## config.mk

```make
export PLATFORM = sky130hd
export DESIGN_NAME = hud_draw
export DESIGN_NICKNAME = d
export VERILOG_FILES = /design/src/rtl/hud_draw_pkg.sv /design/src/rtl/hud_scan.sv /design/src/rtl/hud_draw.sv
export SDC_FILE = /design/constraint.sdc
export NUM_CORES = 1
export LEC_CHECK = 0
export ABC_AREA = 1
export CORE_UTILIZATION = 51
export CTS_BUF_LIST = sky130_fd_sc_hd__clkbuf_4 sky130_fd_sc_hd__clkbuf_8
export DETAILED_ROUTE_END_ITERATION = 16
export GPL_TIMING_DRIVEN = 0
export PLACE_DENSITY_LB_ADDON = 0.25
export SLEW_MARGIN = 15
export SYNTH_ARGS = -nofsm -noshare
export SYNTH_HDL_FRONTEND = slang
export SYNTH_SLANG_ARGS = --single-unit
```

## constraint.sdc

```tcl
create_clock -name clk -period 1.8 [get_ports clk]
set_clock_uncertainty 0.1 [all_clocks]
set_input_delay 0.36 -clock clk [delete_from_list [all_inputs] [get_ports clk]]
set_output_delay 0.36 -clock clk [all_outputs]
set_load 0.03 [all_outputs]
```

## src/rtl/hud_draw_pkg.sv

```systemverilog
// hud_draw_pkg: shared types and constants for the HUD sprite generator.
//  - Shared draw macros: `COL_BLACK, `COL_RED, `COL_GREEN, and `HUDDRAW
//    (the draw_fsm window for this source: 12 pip pixels + BAR_W*BAR_H bar
//    pixels + 3 cycles of latch/done/return overhead = 215 with defaults).
//  - hud_state_e: the hud_draw FSM state encoding.
//  - Default geometry parameters and a bar-length clamp helper.
`ifndef HUD_DRAW_MACROS
`define HUD_DRAW_MACROS
`define COL_BLACK 3'b000
`define COL_RED   3'b100
`define COL_GREEN 3'b010
`define HUDDRAW   (12 + 100 * 2 + 3)
`endif

package hud_draw_pkg;

  typedef enum logic [2:0] {
    ST_IDLE  = 3'd0,
    ST_LATCH = 3'd1,
    ST_PIPS  = 3'd2,
    ST_BAR   = 3'd3,
    ST_DONE  = 3'd4
  } hud_state_e;

  localparam int DEF_PIP_X0       = 150;
  localparam int DEF_PIP_Y0       = 0;
  localparam int DEF_BAR_X0       = 0;
  localparam int DEF_BAR_Y0       = 0;
  localparam int DEF_BAR_W        = 100;
  localparam int DEF_BAR_H        = 2;
  localparam int DEF_BLINK_PERIOD = 8;

  localparam logic [2:0] COL_BLACK = `COL_BLACK;
  localparam logic [2:0] COL_RED   = `COL_RED;
  localparam logic [2:0] COL_GREEN = `COL_GREEN;

  // Displayed bar length: health saturates at the bar width.
  function automatic logic [9:0] clamp_len(input logic [9:0] health,
                                           input logic [9:0] bar_w);
    clamp_len = (health > bar_w) ? bar_w : health;
  endfunction

endpackage

```

## src/rtl/hud_scan.sv

```systemverilog
// hud_scan: x/y raster counter of W columns by H rows, row-major.
//  clk, resetn : clock, synchronous active-low reset
//  clear       : force position back to (0,0) (wins over step)
//  step        : advance one position, wrapping to (0,0) after the last
//  dx, dy      : current column / row
//  last        : current position is (W-1, H-1)
module hud_scan #(
  parameter int W  = 4,
  parameter int H  = 3,
  parameter int CW = 10
) (
  input  logic          clk,
  input  logic          resetn,
  input  logic          clear,
  input  logic          step,
  output logic [CW-1:0] dx,
  output logic [CW-1:0] dy,
  output logic          last
);

  if (W < 1 || H < 1 || W > (1 << CW) || H > (1 << CW)) begin : g_size_err
    $error("hud_scan: W/H out of range for counter width");
  end

  localparam logic [CW-1:0] X_MAX = CW'(W - 1);
  localparam logic [CW-1:0] Y_MAX = CW'(H - 1);

  logic [CW-1:0] dx_q, dx_d;
  logic [CW-1:0] dy_q, dy_d;

  always_comb begin
    dx_d = dx_q;
    dy_d = dy_q;
    if (clear) begin
      dx_d = '0;
      dy_d = '0;
    end else if (step) begin
      if (dx_q == X_MAX) begin
        dx_d = '0;
        dy_d = (dy_q == Y_MAX) ? '0 : dy_q + 1'b1;
      end else begin
        dx_d = dx_q + 1'b1;
      end
    end
  end

  always_ff @(posedge clk) begin
    if (!resetn) begin
      dx_q <= '0;
      dy_q <= '0;
    end else begin
      dx_q <= dx_d;
      dy_q <= dy_d;
    end
  end

  assign dx   = dx_q;
  assign dy   = dy_q;
  assign last = (dx_q == X_MAX) && (dy_q == Y_MAX);

endmodule

```

## src/rtl/hud_draw.sv

```systemverilog
// hud_draw: HUD sprite source for draw_mux (same contract as ball/brick draw).
// On an accepted go it latches lives and min(health_left, BAR_W), then emits
// one pixel per clock: three 2x2 life pips, then a BAR_W x BAR_H health bar.
//  clk, resetn  : clock, synchronous active-low reset
//  go           : 1-cycle start pulse, accepted only in IDLE
//  lives        : remaining lives 0..3
//  health_left  : remaining total brick health
//  writeEn      : pixel valid; x_out/y_out/colour qualify it
//  busy         : high in LATCH, PIPS, BAR and DONE
//  done         : 1-cycle pulse after the last pixel
// Handshake: writeEn is a plain valid with no back-pressure; draw_fsm grants
// a fixed `HUDDRAW-cycle window. While writeEn=0, x_out/y_out/colour are 0.
// Optional build macro HUD_BLINK_EN: when lives==1, pip 0 blinks, with the
// phase toggling every BLINK_PERIOD accepted gos.
module hud_draw
  import hud_draw_pkg::*;
#(
  parameter int PIP_X0       = DEF_PIP_X0,
  parameter int PIP_Y0       = DEF_PIP_Y0,
  parameter int BAR_X0       = DEF_BAR_X0,
  parameter int BAR_Y0       = DEF_BAR_Y0,
  parameter int BAR_W        = DEF_BAR_W,
  parameter int BAR_H        = DEF_BAR_H,
  parameter int BLINK_PERIOD = DEF_BLINK_PERIOD
) (
  input  logic       clk,
  input  logic       resetn,
  input  logic       go,
  input  logic [1:0] lives,
  input  logic [9:0] health_left,
  output logic       writeEn,
  output logic [9:0] x_out,
  output logic [9:0] y_out,
  output logic [2:0] colour,
  output logic       busy,
  output logic       done
);

  // Every pixel must land on the 160x120 screen.
  if (PIP_X0 < 0 || PIP_Y0 < 0 || BAR_X0 < 0 || BAR_Y0 < 0 ||
      BAR_W < 1 || BAR_H < 1 ||
      PIP_X0 + 4 * 2 + 1 > 159 || PIP_Y0 + 1 > 119 ||
      BAR_X0 + BAR_W - 1 > 159 || BAR_Y0 + BAR_H - 1 > 119) begin : g_bounds_err
    $error("hud_draw: HUD geometry leaves the 160x120 screen");
  end
  if (BLINK_PERIOD < 1 || BLINK_PERIOD > 16) begin : g_blink_err
    $error("hud_draw: BLINK_PERIOD must fit the 4-bit blink counter");
  end

  hud_state_e state_q, state_d;
  logic [1:0] lives_q, lives_d;
  logic [9:0] len_q, len_d;
  logic       pip_fin_q, pip_fin_d;
  logic       bar_fin_q, bar_fin_d;
  logic       we_q, we_d;
  logic [9:0] x_q, x_d;
  logic [9:0] y_q, y_d;
  logic [2:0] col_q, col_d;
  logic       busy_q, busy_d;
  logic       done_q, done_d;

  logic [1:0] pip_dx, pip_dy;
  logic [9:0] bar_dx, bar_dy;
  logic       pip_last, bar_last;
  logic       pip_step, bar_step, scan_clear;
  logic [1:0] lives_eff;
  logic       pip_blank;
  logic       accept;

  assign accept = (state_q == ST_IDLE) && go;

  // The scanners run one cycle ahead of the outputs: their position is the
  // pixel being loaded into the output registers this cycle.
  assign scan_clear = (state_q == ST_IDLE);
  assign pip_step   = (state_d == ST_PIPS);
  assign bar_step   = (state_d == ST_BAR);

  // Pip scan: dx is the pixel within a pip (bit0 = x, bit1 = y), dy the pip.
  hud_scan #(.W(4), .H(3), .CW(2)) u_pip_scan (
    .clk   (clk),
    .resetn(resetn),
    .clear (scan_clear),
    .step  (pip_step),
    .dx    (pip_dx),
    .dy    (pip_dy),
    .last  (pip_last)
  );

  hud_scan #(.W(BAR_W), .H(BAR_H), .CW(10)) u_bar_scan (
    .clk   (clk),
    .resetn(resetn),
    .clear (scan_clear),
    .step  (bar_step),
    .dx    (bar_dx),
    .dy    (bar_dy),
    .last  (bar_last)
  );

  // Pip 0 is loaded during LATCH, before lives_q has been written, so that
  // one cycle takes the value being captured straight from the input.
  assign lives_eff = (state_q == ST_LATCH) ? lives : lives_q;

`ifdef HUD_BLINK_EN
  logic [3:0] blink_cnt_q, blink_cnt_d;
  logic       blink_on_q, blink_on_d;
  logic       blink_lat_q, blink_lat_d;

  // The phase used by a draw is the one in force when its go was accepted.
  always_comb begin
    blink_cnt_d = blink_cnt_q;
    blink_on_d  = blink_on_q;
    blink_lat_d = blink_lat_q;
    if (accept) begin
      blink_lat_d = blink_on_q;
      if (blink_cnt_q == 4'(BLINK_PERIOD - 1)) begin
        blink_cnt_d = 4'd0;
        blink_on_d  = ~blink_on_q;
      end else begin
        blink_cnt_d = blink_cnt_q + 4'd1;
      end
    end
  end

  always_ff @(posedge clk) begin
    if (!resetn) begin
      blink_cnt_q <= 4'd0;
      blink_on_q  <= 1'b1;
      blink_lat_q <= 1'b1;
    end else begin
      blink_cnt_q <= blink_cnt_d;
      blink_on_q  <= blink_on_d;
      blink_lat_q <= blink_lat_d;
    end
  end

  assign pip_blank = (lives_eff == 2'd1) && !blink_lat_q && (pip_dy == 2'd0);
`else
  assign pip_blank = 1'b0;
`endif

  always_comb begin
    state_d   = state_q;
    lives_d   = lives_q;
    len_d     = len_q;
    pip_fin_d = pip_step && pip_last;
    bar_fin_d = bar_step && bar_last;
    we_d      = 1'b0;
    x_d       = 10'd0;
    y_d       = 10'd0;
    col_d     = COL_BLACK;

    case (state_q)
      ST_IDLE:  if (go) state_d = ST_LATCH;
      ST_LATCH: begin
        lives_d = lives;
        len_d   = clamp_len(health_left, 10'(BAR_W));
        state_d = ST_PIPS;
      end
      // The *_fin flags mark the cycle in which the phase's last pixel is
      // on the outputs, so the state moves on with the outputs.
      ST_PIPS:  if (pip_fin_q) state_d = ST_BAR;
      ST_BAR:   if (bar_fin_q) state_d = ST_DONE;
      ST_DONE:  state_d = ST_IDLE;
      default:  state_d = ST_IDLE;
    endcase

    if (state_d == ST_PIPS) begin
      we_d  = 1'b1;
      x_d   = 10'(PIP_X0) + {6'd0, pip_dy, 2'b00} + {9'd0, pip_dx[0]};
      y_d   = 10'(PIP_Y0) + {9'd0, pip_dx[1]};
      col_d = ((pip_dy < lives_eff) && !pip_blank) ? COL_RED : COL_BLACK;
    end else if (state_d == ST_BAR) begin
      we_d  = 1'b1;
      x_d   = 10'(BAR_X0) + bar_dx;
      y_d   = 10'(BAR_Y0) + bar_dy;
      col_d = (bar_dx < len_q) ? COL_GREEN : COL_BLACK;
    end

    busy_d = (state_d != ST_IDLE);
    done_d = (state_d == ST_DONE);
  end

  always_ff @(posedge clk) begin
    if (!resetn) begin
      state_q   <= ST_IDLE;
      lives_q   <= 2'd0;
      len_q     <= 10'd0;
      pip_fin_q <= 1'b0;
      bar_fin_q <= 1'b0;
      we_q      <= 1'b0;
      x_q       <= 10'd0;
      y_q       <= 10'd0;
      col_q     <= COL_BLACK;
      busy_q    <= 1'b0;
      done_q    <= 1'b0;
    end else begin
      state_q   <= state_d;
      lives_q   <= lives_d;
      len_q     <= len_d;
      pip_fin_q <= pip_fin_d;
      bar_fin_q <= bar_fin_d;
      we_q      <= we_d;
      x_q       <= x_d;
      y_q       <= y_d;
      col_q     <= col_d;
      busy_q    <= busy_d;
      done_q    <= done_d;
    end
  end

  assign writeEn = we_q;
  assign x_out   = x_q;
  assign y_out   = y_q;
  assign colour  = col_q;
  assign busy    = busy_q;
  assign done    = done_q;

endmodule

```

==> flow_summary_export.csv, run 1 <==
group,metric,value,unit
drt,ant_nets,0,
drt,detail_route.iter0.violations,100,
final_layout,fill_cells,468,
yosys,syn_nets,437,
timing,fmax,582,MHz
cts,clk_pin_slew_worst_paths,0.07,ns
placed_design,dpl.cell_count,515,
timing,setup_slack,0.0812,ns
placed_design,post_dp_cell_area,0.00346,mm²
timing,slew_headroom,0.558,
timing,report.final.slew_viol_count,0,
placed_design,place_hpwl,4830,µm
yosys,synth_area,0.00298,mm²
drt,wirelength,6660,µm
placed_design,io_buffers,39,
timing,setup_violations,0,
floorplanning,die_y,78.4,µm
timing,hold_slack,0.363,ns
timing,tightest_slew,0.658,ns
placed_design,gp_congestion,0.897,
floorplanning,die_area,0.00615,mm²
global_route,grt_overflow_total,0,
global_route,antenna_found_initial,0,
timing,period_needed,1.72,ns
drt,vias_per_cell,5.07,
yosys,synthesis.instances,404,
drt,wl_per_cell,12.5,µm
outcome,outcome,"completed",
global_route,grt_use_total,0.242,
floorplanning,ios,41,
timing,rsz0062_at_grt,"yes",
floorplanning,core-area,0.00557,mm²
global_route,grt_max_degree,12,
yosys,synth.area.top_cells,"dfxtp_1, nand2_1, ha_1, inv_1, nor2_1",
final_layout,antenna_cells_inserted,0,
worst_setup_path,cp.arrival,1.87,ns
cts,cts-root-buf,"clkbuf_8",
yosys,avgSynthCellArea,7.38,µm²
worst_hold_path,hp-class,"reg2reg",
power,power_density,844,mW/mm²
final_layout,synthToLayoutAreaGrowth,25.0,%
power,finalPower,3.14,mW
power,p_leak,1.91,nW
cts,cts_max_path_buffers,2,
cts,numClockSinks,66,
worst_setup_path,required,1.95,ns
power,vdd_drop_max,0.774,mV
cts,cts_made_buffers,9,
placed_design,dp_slack,-0.288,ns
timing,hold_violations,0,
global_route,grt_pass1_vias,2643,
yosys,ys_seq_area_frac,0.443,
yosys,synth_top_area_cell,"dfxtp_1",
cts,cts_max_level,3,
worst_setup_path,crit_fanout,10,
timing,fin_crit_sh,0.955,
global_route,grt_pass1_wl,11400,µm
yosys,synth.top_cell.area_share,0.443,
floorplanning,fp-row-count,27,
drt,firstDrtPassIters,4,
final_layout,nNetsFinal,487,
yosys,yosysUniqueCellTypes,31,
worst_setup_path,crit_type,"reg2reg",
floorplanning,start_util,0.535,
worst_setup_path,end_kind,"register",
final_layout,drive_above_1_share,0.0719,
drt,num_vias,2694,
cts,cts_tree,"done",
worst_setup_path,start_kind,"register",
floorplanning,die_w,78.4,µm
final_layout,final_area,0.00372,mm²
yosys,yosys_warnings,0,
final_layout,final_cells,531,
drt,drc,0,
yosys,ys_ff_latch,66,
cts,clkLatencyLatePin,0.35,ns
flow_run,cap_viol_max_count,0,
report_power, final:
part / leakage (nW) / switching, mW / internal (mW) / total (mW)
Clock: 0.116 / 0.548 / 0.807 / 1.35
Sequential: 0.534 / 0.0157 / 1.49 / 1.51
Combinational: 1.26 / 0.169 / 0.110 / 0.279
layout make-up:
class                      count  area [µm²]  share of cell area
clock buffer                  10         138              0.0369
buffer                         9        62.6              0.0168
clock inverter                 6        80.1              0.0215
inverter                      59         221              0.0595
tap                           72        90.1              0.0242
sequential                    66        1320               0.355
multi-input combinational    270        1390               0.372
timing repair buffer          39         427               0.115
cells by family (layout without fill, tap and decap cells):
kind of cell | count (synthesis) | after routing | synth area share
compound gates | 53 | 53 | 0.0957
xor+xnor | 1 | 1 | 0.00294
fa+ha+maj | 18 | 18 | 0.0756
buf+inv | 68 | 123 | 0.0945
flops | 66 | 66 | 0.443
mux | 1 | 1 | 0.00336
other cells | 1 | 1 | 0.00126
simple gates | 196 | 196 | 0.283
state kept, by name, indices dropped and copies added (netlist names), 2 cells and up:
signal / flops
u_bar_scan.dy: 10
len_q: 10
u_bar_scan.dx: 10
x_out: 10
colour: 2
u_pip_scan.dy: 2
y_out: 10
lives_q: 2
state_q: 3
u_pip_scan.dx: 2
cells in the mapped netlist (all sizes together):
cell type	count
nor2	57
clkbuf	2
dfxtp	66
or2	2
buf	7
and3	1
nand2	82
o21ai	24
o211ai	1
nor3	13
inv	59
a221oi	2
nand4	5
a21oi	25
o21a	1
mux2i	1
xor2	1
nand3	34
ha	18
conb	1
nand3b	2
metal layers:
layer | up-vias | part of all wire | global-route usage | routed length (µm)
met5 | - | 0 | 0 | 0
met4 | 0 | 0.016 | 0.119 | 107
met3 | 11 | 0.056 | 0.0733 | 376
met2 | 69 | 0.49 | 0.409 | 3240
met1 | 1224 | 0.44 | 0.276 | 2940
li1 | 1390 | - | - | -
repair_timing:
action                     in CTS  in global routing
buffers inserted                0                  0
gates resized for setup         7                 21
setup endpoints to repair       7                 32
hold buffers                    0                  0
path summary, 6_finish.rpt:
kind / cells past startpoint / startpoint / endpoint / slack, ns
worst max-delay path: 8 / u_bar_scan.dx[1] / u_bar_scan.dx[3] / 0.08
worst min-delay path: 2 / len_q[9] / len_q[9] / 0.36
worst max register to register: 8 / u_bar_scan.dx[1] / u_bar_scan.dx[3] / 0.08
worst min register to register: 2 / len_q[9] / len_q[9] / 0.36
critical path, cell delays in order, from the launching register on:
cell     delay (ns)
dfxtp_1        0.40
ha_1           0.24
nand3_1        0.13
nor2_4         0.19
nand2_4        0.08
nand2_2        0.19
inv_1          0.15
nand2_1        0.09
nor2_1         0.04
stage by stage:
step	setup TNS, ns	util
6_report	0	0.668
5_1_grt	-0.417	0.668
4_1_cts	0	0.658
3_5_place_dp	-4.94	0.621
3_3_place_gp	-5.60	0.621
2_1_floorplan	0	-
cell usage in the layout, fill, tap and decap left out, types with 2 or more instances in the layout:
| master | instances |
|---|---|
| nand2_1 | 78 |
| dfxtp_1 | 66 |
| inv_1 | 58 |
| nor2_1 | 55 |
| nand3_1 | 34 |
| a21oi_1 | 24 |
| o21ai_0 | 19 |
| ha_1 | 18 |
| dlymetal6s2s_1 | 18 |
| clkdlybuf4s50_1 | 14 |
| nor3_1 | 13 |
| clkbuf_8 | 10 |
| dlygate4sd2_1 | 7 |
| nand4_1 | 5 |
| o21ai_1 | 4 |
| clkinv_2 | 4 |
| nand2_2 | 2 |
| nand2_4 | 2 |
| buf_6 | 2 |
| buf_4 | 2 |
| nand3b_1 | 2 |
| clkbuf_1 | 2 |
| buf_2 | 2 |
| a221oi_1 | 2 |
| bufinv_16 | 2 |
(Power assumes the default switching activity.)
==> run 2: changes to the inputs <==
--- a/config.mk
+++ b/config.mk
@@ -6,12 +6,12 @@
 export NUM_CORES = 1
 export LEC_CHECK = 0
 export ABC_AREA = 1
+export CORE_MARGIN = 2
 export CORE_UTILIZATION = 51
 export CTS_BUF_LIST = sky130_fd_sc_hd__clkbuf_4 sky130_fd_sc_hd__clkbuf_8
 export DETAILED_ROUTE_END_ITERATION = 16
 export GPL_TIMING_DRIVEN = 0
 export PLACE_DENSITY_LB_ADDON = 0.25
-export SLEW_MARGIN = 15
 export SYNTH_ARGS = -nofsm -noshare
 export SYNTH_HDL_FRONTEND = slang
 export SYNTH_SLANG_ARGS = --single-unit
==> flow_summary_export.csv, run 2 (synthesized netlist as in run 1, its figures left out) <==
group,metric,value,unit
final_layout,antenna_cells_inserted,0,
floorplanning,die_w,80.4,µm
cts,clkLatencyLatePin,0.34,ns
worst_setup_path,path_cells,"clkdlybuf4s50_1",
worst_setup_path,cp.arrival,1.32,ns
power,finalPower,2.91,mW
timing,setup_slack,0.0178,ns
timing,slew_headroom,0.551,
global_route,antenna_found_initial,0,
floorplanning,die_area,0.00647,mm²
worst_setup_path,end_kind,"output pin",
drt,drc,0,
final_layout,final_common_cell,"nand2_1",
worst_setup_path,cpLargestDelayFamily,"buffers and inverters",
cts,cts-root-buf,"clkbuf_8",
global_route,grt_use_total,0.231,
global_route,grt_pass1_vias,2668,
placed_design,place_hpwl,4810,µm
timing,fmax,561,MHz
floorplanning,ios,41,
drt,firstDrtPassIters,5,
drt,detail_route.iter0.violations,152,
floorplanning,core-area,0.00557,mm²
cts,cts_max_path_buffers,2,
placed_design,gp_congestion,0.898,
worst_hold_path,hp-class,"reg2reg",
final_layout,synthToLayoutAreaGrowth,23.8,%
power,p_leak,1.76,nW
placed_design,io_buffers,39,
drt,vias_per_cell,5.17,
timing,hold_violations,0,
drt,num_vias,2746,
timing,tightest_slew,0.669,ns
timing,report.final.slew_viol_count,0,
worst_setup_path,crit_start,"x_out[5]",
cts,post_cts_buffers,0,
worst_setup_path,slowest_delay,0.66,ns
drt,ant_nets,0,
outcome,outcome,"completed",
worst_setup_path,slowest_stage,"clkdlybuf4s50_1",
final_layout,nNetsFinal,487,
placed_design,dp_slack,-0.338,ns
worst_setup_path,required,1.34,ns
cts,cts_made_buffers,9,
drt,wl_per_cell,12.3,µm
floorplanning,fp-row-count,27,
timing,fin_crit_sh,0.990,
cts,cts_max_level,3,
global_route,grt_max_degree,12,
timing,period_needed,1.78,ns
floorplanning,start_util,0.535,
worst_setup_path,start_kind,"register",
cts,clk_pin_slew_worst_paths,0.07,ns
power,vdd_drop_max,0.622,mV
flow_run,cap_viol_max_count,0,
drt,wirelength,6530,µm
final_layout,drive_above_1_share,0.0741,
cts,numClockSinks,66,
timing,rsz0062_at_grt,"no",
worst_setup_path,crit_type,"reg2out",
power,power_density,790,mW/mm²
final_layout,layout.cells.most_common_list,"nand2_1, dfxtp_1, inv_1, nor2_1, nand3_1",
worst_setup_path,path_buf_inv,1,
timing,setup_violations,0,
worst_setup_path,timing.rr.start,"u_bar_scan.dx[1]",
floorplanning,die_y,80.4,µm
global_route,grt_overflow_total,0,
worst_hold_path,min-delay-start,"len_q[7]",
worst_setup_path,crit_fanout,1,
cts,cts_tree,"done",
global_route,grt_pass1_wl,11600,µm
-- run 2: cell types whose count changed in the layout (fill, tap and decap cells not counted) --
| cell | delta |
|---|---|
| clkinvlp_4 | +2 |
| clkinv_2 | -1 |
| dlygate4sd2_1 | -7 |
| clkbuf_4 | +1 |
| dlymetal6s2s_1 | -5 |
| nand2_4 | +1 |
| nor2_4 | +1 |
| bufinv_16 | -2 |
| nor2_1 | -1 |
| clkdlybuf4s50_1 | +12 |
| nand2_2 | -1 |
-- run 2: cell type report --
cell class,count,area (µm²)
plain buffers,9,62.6
clock buffers,11,145
clock inverters,5,30.0
fillers,481,1880
inverters,59,221
multi-input cells,270,1400
flip-flops and latches,66,1320
well taps,72,90.1
repair buffers,39,423
-- run 2: timing repair --
action                                  4_1_cts  5_1_grt
endpoints found under the hold margin         0        0
gates resized for setup                       0       19
endpoints found under the setup margin        0       29
hold buffers                                  0        0
-- run 2: layer usage --
| metal | vias up | GRT usage | wire (µm) |
|---|---|---|---|
| met3 | 14 | 0.0393 | 357 |
| met4 | 0 | 0.124 | 154 |
| met2 | 84 | 0.373 | 3060 |
| li1 | 1387 | - | - |
| met5 | - | 0 | 0 |
| met1 | 1261 | 0.291 | 2960 |
-- run 2: metrics by stage --
step	std cells	hold slack, ns	TNS [ns]	area (µm²)	util
3_3_place_gp	515	0.342	-5.61	3460	0.621
6_report	531	0.358	0	3690	0.662
2_1_floorplan	404	0.330	0	2980	-
3_5_place_dp	515	0.352	-6.57	3460	0.621
5_1_grt	531	0.379	0	3690	0.662
4_1_cts	531	0.363	0	3640	0.652
-- run 2: final timing paths --
path | cells past startpoint | endpoint | slack, ns
hold / removal | 2 | len_q[7] | 0.36
setup reg to reg | 8 | u_bar_scan.dy[1] | 0.16
hold reg to reg | 2 | len_q[7] | 0.36
setup / recovery | 1 | x_out[5] | 0.02
-- run 2: power by group --
group,leakage (nW),internal (mW),switching [mW]
registers,0.534,1.49,0.0160
clock network,0.0885,0.545,0.577
logic,1.14,0.113,0.172
total,1.76,2.15,0.764
==> run 3: changes to the inputs <==
--- a/config.mk
+++ b/config.mk
@@ -6,7 +6,6 @@
 export NUM_CORES = 1
 export LEC_CHECK = 0
 export ABC_AREA = 1
-export CORE_MARGIN = 2
 export CORE_UTILIZATION = 51
 export CTS_BUF_LIST = sky130_fd_sc_hd__clkbuf_4 sky130_fd_sc_hd__clkbuf_8
 export DETAILED_ROUTE_END_ITERATION = 16
==> results of run 3 <==
No change in the layout: final DEF, timing and power equal those of run 1.
